$ cat config.mk
export PLATFORM = sky130hd
export DESIGN_NAME = demux_1_4_buf
export DESIGN_NICKNAME = d
export VERILOG_FILES = /design/src/rtl/demux_1_4_buf.sv
export SDC_FILE = /design/constraint.sdc
export NUM_CORES = 1
export LEC_CHECK = 0
export CAP_MARGIN = 25
export CORE_MARGIN = 5
export CORE_UTILIZATION = 30
export DETAILED_ROUTE_END_ITERATION = 16
export PLACE_DENSITY = 0.61
export SETUP_SLACK_MARGIN = 0.1
export SLEW_MARGIN = 40
export SYNTH_ARGS = -nofsm -noshare
export SYNTH_HDL_FRONTEND = slang
export SYNTH_SLANG_ARGS = --single-unit
$ cat constraint.sdc
create_clock -name clk -period 1.9 [get_ports clk]
set_input_delay 0.57 -clock clk [delete_from_list [all_inputs] [get_ports clk]]
set_output_delay 0.57 -clock clk [all_outputs]
set_load 0.02 [all_outputs]
$ cat src/rtl/demux_1_4_buf.sv
// Two-entry lane FIFO: push to tail, pop from head, head reads 0 when empty.
// Latency: a pushed word is visible at the head one cycle after the push edge.
// Backpressure: pushes are ignored at cnt=2 and pops are ignored at cnt=0.
module demux_lane_fifo #(
  parameter int W = 32
) (
  input  logic         clk,
  input  logic         rst_n,
  input  logic         push,
  input  logic [W-1:0] wdat,
  input  logic         pop,
  output logic [W-1:0] head,
  output logic [1:0]   cnt
);

  logic [W-1:0] mem [2];
  logic         wptr;
  logic         rptr;
  logic [1:0]   cnt_q;
  logic         do_push;
  logic         do_pop;

  // Guards keep the count in 0..2 even if a caller misbehaves.
  assign do_push = push && (cnt_q != 2'd2);
  assign do_pop  = pop  && (cnt_q != 2'd0);

  always_ff @(posedge clk or negedge rst_n) begin
    if (!rst_n) begin
      mem[0] <= '0;
      mem[1] <= '0;
      wptr   <= 1'b0;
      rptr   <= 1'b0;
      cnt_q  <= 2'd0;
    end else begin
      if (do_push) begin
        mem[wptr] <= wdat;
        wptr      <= ~wptr;
      end
      if (do_pop) begin
        rptr <= ~rptr;
      end
      case ({do_push, do_pop})
        2'b10:   cnt_q <= cnt_q + 2'd1;
        2'b01:   cnt_q <= cnt_q - 2'd1;
        default: cnt_q <= cnt_q;
      endcase
    end
  end

  assign head = (cnt_q != 2'd0) ? mem[rptr] : '0;
  assign cnt  = cnt_q;

endmodule

// Registered 1-to-4 demux: word f goes to lane s, each lane a private 2-entry FIFO.
// Latency: one cycle from accept edge to lane output; no f-to-output bypass.
// Backpressure: in_ready drops only when lane s is full; other lanes keep draining.
module demux_1_4_buf #(
  parameter int XLEN = 32
) (
  input  logic            clk,
  input  logic            rst_n,
  input  logic [XLEN-1:0] f,
  input  logic [1:0]      s,
  input  logic            in_valid,
  output logic            in_ready,
  output logic [XLEN-1:0] a,
  output logic [XLEN-1:0] b,
  output logic [XLEN-1:0] c,
  output logic [XLEN-1:0] d,
  output logic [3:0]      out_valid,
  input  logic [3:0]      out_ready,
  output logic [7:0]      lane_cnt
);

  logic [XLEN-1:0] head [4];
  logic [1:0]      cnt  [4];
  logic [3:0]      push;
  logic [3:0]      pop;
  logic            rdy_en;

  // Holds in_ready low through reset and until the first edge after release.
  always_ff @(posedge clk or negedge rst_n) begin
    if (!rst_n) begin
      rdy_en <= 1'b0;
    end else begin
      rdy_en <= 1'b1;
    end
  end

  // Ready looks only at the selected lane's occupancy, never at out_ready.
  assign in_ready = rdy_en && (cnt[s] != 2'd2);

  for (genvar i = 0; i < 4; i++) begin : g_lane
    assign push[i]      = in_valid && in_ready && (s == 2'(i));
    assign pop[i]       = out_valid[i] && out_ready[i];
    assign out_valid[i] = (cnt[i] != 2'd0);
    assign lane_cnt[2*i +: 2] = cnt[i];

    demux_lane_fifo #(
      .W (XLEN)
    ) u_fifo (
      .clk   (clk),
      .rst_n (rst_n),
      .push  (push[i]),
      .wdat  (f),
      .pop   (pop[i]),
      .head  (head[i]),
      .cnt   (cnt[i])
    );
  end

  assign a = head[0];
  assign b = head[1];
  assign c = head[2];
  assign d = head[3];

endmodule

==> results_tabular.tex <==
\begin{tabular}{lr}
\hline
Metric & Value \\
\hline
\multicolumn{2}{l}{\textbf{Run}} \\
\quad Max-capacitance violation count & 0 \\
\multicolumn{2}{l}{\textbf{Floorplan}} \\
\quad Number of top-level pins & 182 \\
\quad Placeable Area & 0.0410 sq mm \\
\quad Die span in y & 214 microns \\
\quad Initial Util & 30.5\% \\
\quad Count of standard-cell rows & 74 \\
\quad Horizontal extent of the die & approximately 210 microns \\
\quad Area of the die & 0.0459 sq mm \\
\multicolumn{2}{l}{\textbf{Detailed routing}} \\
\quad Total wirelength of the detailed-routed design & 46000 microns \\
\quad Total via count in the routed design & about 8900 \\
\quad Number of nets with antenna violations after routing & 0 \\
\quad Post-detailed-route wirelength per cell & 24.9 microns \\
\quad Violation count after the first detailed-route iteration & 380 \\
\quad DRC errors left & 0 \\
\quad Detailed-route vias per instance & 4.81 \\
\quad Number of detailed-routing iterations run before antenna repair & 4 \\
\multicolumn{2}{l}{\textbf{Clocking}} \\
\quad Clock latency reported for the late side of the worst-skew pair & $\sim$0.57 ns \\
\quad Number of clock sinks seen by CTS & 273 \\
\quad Cell chosen for the clock root & clkbuf\_16 \\
\quad CTS tree & yes \\
\quad Number of buffers added by the clock tree synthesis step & 31 \\
\quad Number of H-tree levels & 1 \\
\quad Maximum clock path buffer count & 3 \\
\quad Clk slew on worst S/H paths & 0.06 ns \\
\multicolumn{2}{l}{\textbf{Min path}} \\
\quad Class of the tightest hold or removal check & flop to flop \\
\multicolumn{2}{l}{\textbf{Placed design}} \\
\quad Hpwl dp & 23900 microns \\
\quad Setup Slack @ Placement & -0.876 ns \\
\quad Routability-driven placement congestion ratio & 0.711 \\
\quad Area post-placement & around 0.016 sq mm \\
\quad Count of port buffers added during placement & 181 \\
\multicolumn{2}{l}{\textbf{Cells and area}} \\
\quad Register area & 0.00684 sq mm \\
\quad Layout cells sized above 1 & roughly two thirds \\
\quad Fill cell count & 3425 \\
\quad Most used cells in the layout excluding fill and tap cells & dfrtp\_1, mux2\_4, buf\_6 \\
\quad Final net count & about 1300 \\
\quad Final non-filler cell area & 0.0210 sq mm \\
\quad Final core utilization & 51.2\% \\
\quad N\_diodes & 0 \\
\quad Footprint of the multi-input gates & 0.00730 sq mm \\
\quad Commonest non-fill, non-tap cell in the layout & dfrtp\_1 \\
\quad Layout overhead on the synthesized area & 67.9\% \\
\multicolumn{2}{l}{\textbf{Synth}} \\
\quad Adder-cell area share of the yosys netlist & 0.400\% \\
\quad \#FFs+latches synth & around 270 \\
\quad Dominant cells by area after synthesis & dfrtp\_1, mux2\_1, mux2i\_1 \\
\quad Xor/xnor share of the synthesized area & 1.40\% \\
\quad Synthesized-area fraction occupied by ao, oa, aoi and oai cells & less than 1\% \\
\quad Library cell occupying the most area in the post-synthesis netlist & dfrtp\_1 \\
\quad Largest family of logic cells by synthesized area & multiplexers \\
\quad Sequential area share after synthesis & between 50 and 60\% \\
\quad Mapped Area & approximately 0.013 sq mm \\
\quad Share of cell area taken by muxes after synthesis & 35.2\% \\
\quad Number of nets produced by synthesis & 953 \\
\quad Synth Area per Inst & 13.8 sq um \\
\quad Simple-gate area share of the yosys netlist & around 5.8\% \\
\quad Synth cell types & 30 \\
\quad Area fraction of the dominant cell type after synthesis & 54.6\% \\
\quad Post-Synthesis Cells & 908 \\
\quad Number of warnings printed during yosys synthesis & 0 \\
\multicolumn{2}{l}{\textbf{Setup path}} \\
\quad Data arrival time of the critical path & 1.87 ns \\
\quad Type of destination of the critical path & output port \\
\quad Worst EP required & 1.33 ns \\
\quad Sequence of cells on the critical path & buf\_12, buf\_16, mux2i\_1, nor2\_1, buf\_4 \\
\quad Max FO, Critical Path & 9 \\
\quad Class of the most critical setup path & flop to output port \\
\quad Delay of the slowest cell on the worst path & between 0.4 and 0.5 ns \\
\quad Setup crit start kind & flop \\
\quad Slowest cell on the critical path & dfrtp\_2 \\
\multicolumn{2}{l}{\textbf{STA}} \\
\quad Final Slew Violations & 0 \\
\quad Setup skew after layout & 0.0222 ns \\
\quad Max\_slew headroom & 65.3\% \\
\quad Share of the clock period used by the worst path & 128\% \\
\quad Final count of negative-setup-slack endpoints & 215 \\
\quad Final worst setup slack & -0.537 ns \\
\quad Worst hold slack across all endpoints & 0.495 ns \\
\quad RSZ-0062 raised after global routing & yes \\
\quad Final number of hold-violating endpoints & 0 \\
\quad Minimum clock period after layout & roughly 2.4 ns \\
\quad Actual slew at the worst max-slew pin & 0.521 ns \\
\quad Fmax & about 400 MHz \\
\multicolumn{2}{l}{\textbf{Power}} \\
\quad Maximum ir drop on the vdd rail & 1.08 mV \\
\quad Cell leakage power & 9.77 nW \\
\quad PD cells & between 2000 and 2500 mW/mm\^{}2 \\
\multicolumn{2}{l}{\textbf{GRT}} \\
\quad Global-route wire length before repair & 58100 microns \\
\quad Total global-route track usage & 16.2\% \\
\quad Pin count of the biggest net entering global routing & 55 \\
\quad Met2 track utilization from global routing & 26.3\% \\
\quad Overall overflow remaining after global route & 0 \\
\quad Global routing's busiest layer & met2 \\
\quad Number of global-route vias before repair & between 9000 and 10000 \\
\quad Grt met1 use & 23.0\% \\
\quad Met3 track demand over resource & 3.09\% \\
\quad Initial antenna violation count & 1 \\
\multicolumn{2}{l}{\textbf{Run status}} \\
\quad Run status & complete, but fails checks \\
\quad Violations in the final reports & setup timing \\
\hline
\end{tabular}
==> stage by stage <==
step,total power [W],std cells,setup TNS [ns]
2_1_floorplan,0.0195,908,-6.09
3_3_place_gp,0.0273,1643,-209.97
3_5_place_dp,0.0276,1643,-216.38
4_1_cts,0.0353,1742,-100.40
5_1_grt,0.0445,1849,-73.88
6_report,0.0426,1849,-61.14
==> synthesized netlist by cell type, drive strengths merged <==
library cell  instances
nand3                 2
mux2i               128
nand2                 1
conb                  1
a21oi                 1
nor4b                 3
nor3                  2
mux2                257
or3b                  2
nand4bb               2
o311ai                1
nor2                136
dfrtp               273
and2                  4
or4                   2
ha                    4
or3                   2
buf                  35
nand2b                2
xor2                  8
clkbuf               22
inv                   4
nor2b                 4
xnor2                12
==> report_power, final <==
part	leakage, nW	total, W	switching, W	internal [W]
clock	0.503	0.00602	0.00241	0.00361
sequential	3.37	0.0108	0.00215	0.00866
combinational	5.89	0.0258	0.0113	0.0146
total	9.77	0.0426	0.0158	0.0268
==> repair_timing <==
action	in CTS	in global routing
endpoints found under the hold margin	42	0
setup endpoints to repair	405	405
buffers inserted	34	83
cloned	10	29
hold buffers	1	0
resized for setup	539	745
pin swaps	7	51
==> final timing paths <==
| check | slack [ns] | cells after the start | startpoint | to |
|---|---|---|---|---|
| max in group asynchronous | 0.71 | 3 | rst_n | g_lane[1].u_fifo.rptr |
| worst min-delay path | 0.50 | 1 | g_lane[3].u_fifo.mem[9] | g_lane[3].u_fifo.mem[9] |
| worst min register to register | 0.50 | 1 | g_lane[3].u_fifo.mem[9] | g_lane[3].u_fifo.mem[9] |
| min in group asynchronous | 0.54 | 2 | rst_n | g_lane[3].u_fifo.mem[31] |
| worst max register to register | -0.09 | 6 | g_lane[2].u_fifo.cnt[1] | g_lane[2].u_fifo.mem[51] |
| worst max-delay path | -0.54 | 5 | g_lane[3].u_fifo.rptr | d[6] |
==> flip-flops by register name, indices dropped and copies added (netlist names) <==
register and flops:
g_lane.u_fifo.wptr 4, g_lane.u_fifo.rptr 4, g_lane.u_fifo.mem 256, rdy_en 1, g_lane.u_fifo.cnt 8
==> layout make-up <==
type / count / area share, %
timing repair buffer: 411 / 24.6
sequential: 273 / 32.6
clock buffer: 49 / 4.44
inverter: 4 / 0.0834
multi-input combinational: 574 / 34.7
clock inverter: 6 / 0.417
tap: 532 / 3.17
==> logic make-up after synthesis <==
family          Yosys count
xor+xnor                 20
compound gates            2
simple gates            162
flops                   273
other cells               1
buf+inv                  61
mux                     385
fa+ha+maj                 4
==> metal layers <==
layer,routed length (microns),vias to the layer above
li1,-,3946
met1,21600,4682
met2,21600,227
met3,2240,44
met4,669,0
met5,0,-
==> critical path, delay by kind of cell (launching register included) <==
kind / cells / cell delay [ns]
buffers and inverters: 3 / 0.52
AND/OR/NAND/NOR: 1 / 0.07
flip-flops: 1 / 0.45
multiplexers: 1 / 0.26
No activity file was read; power rests on OpenSTA's default activity.
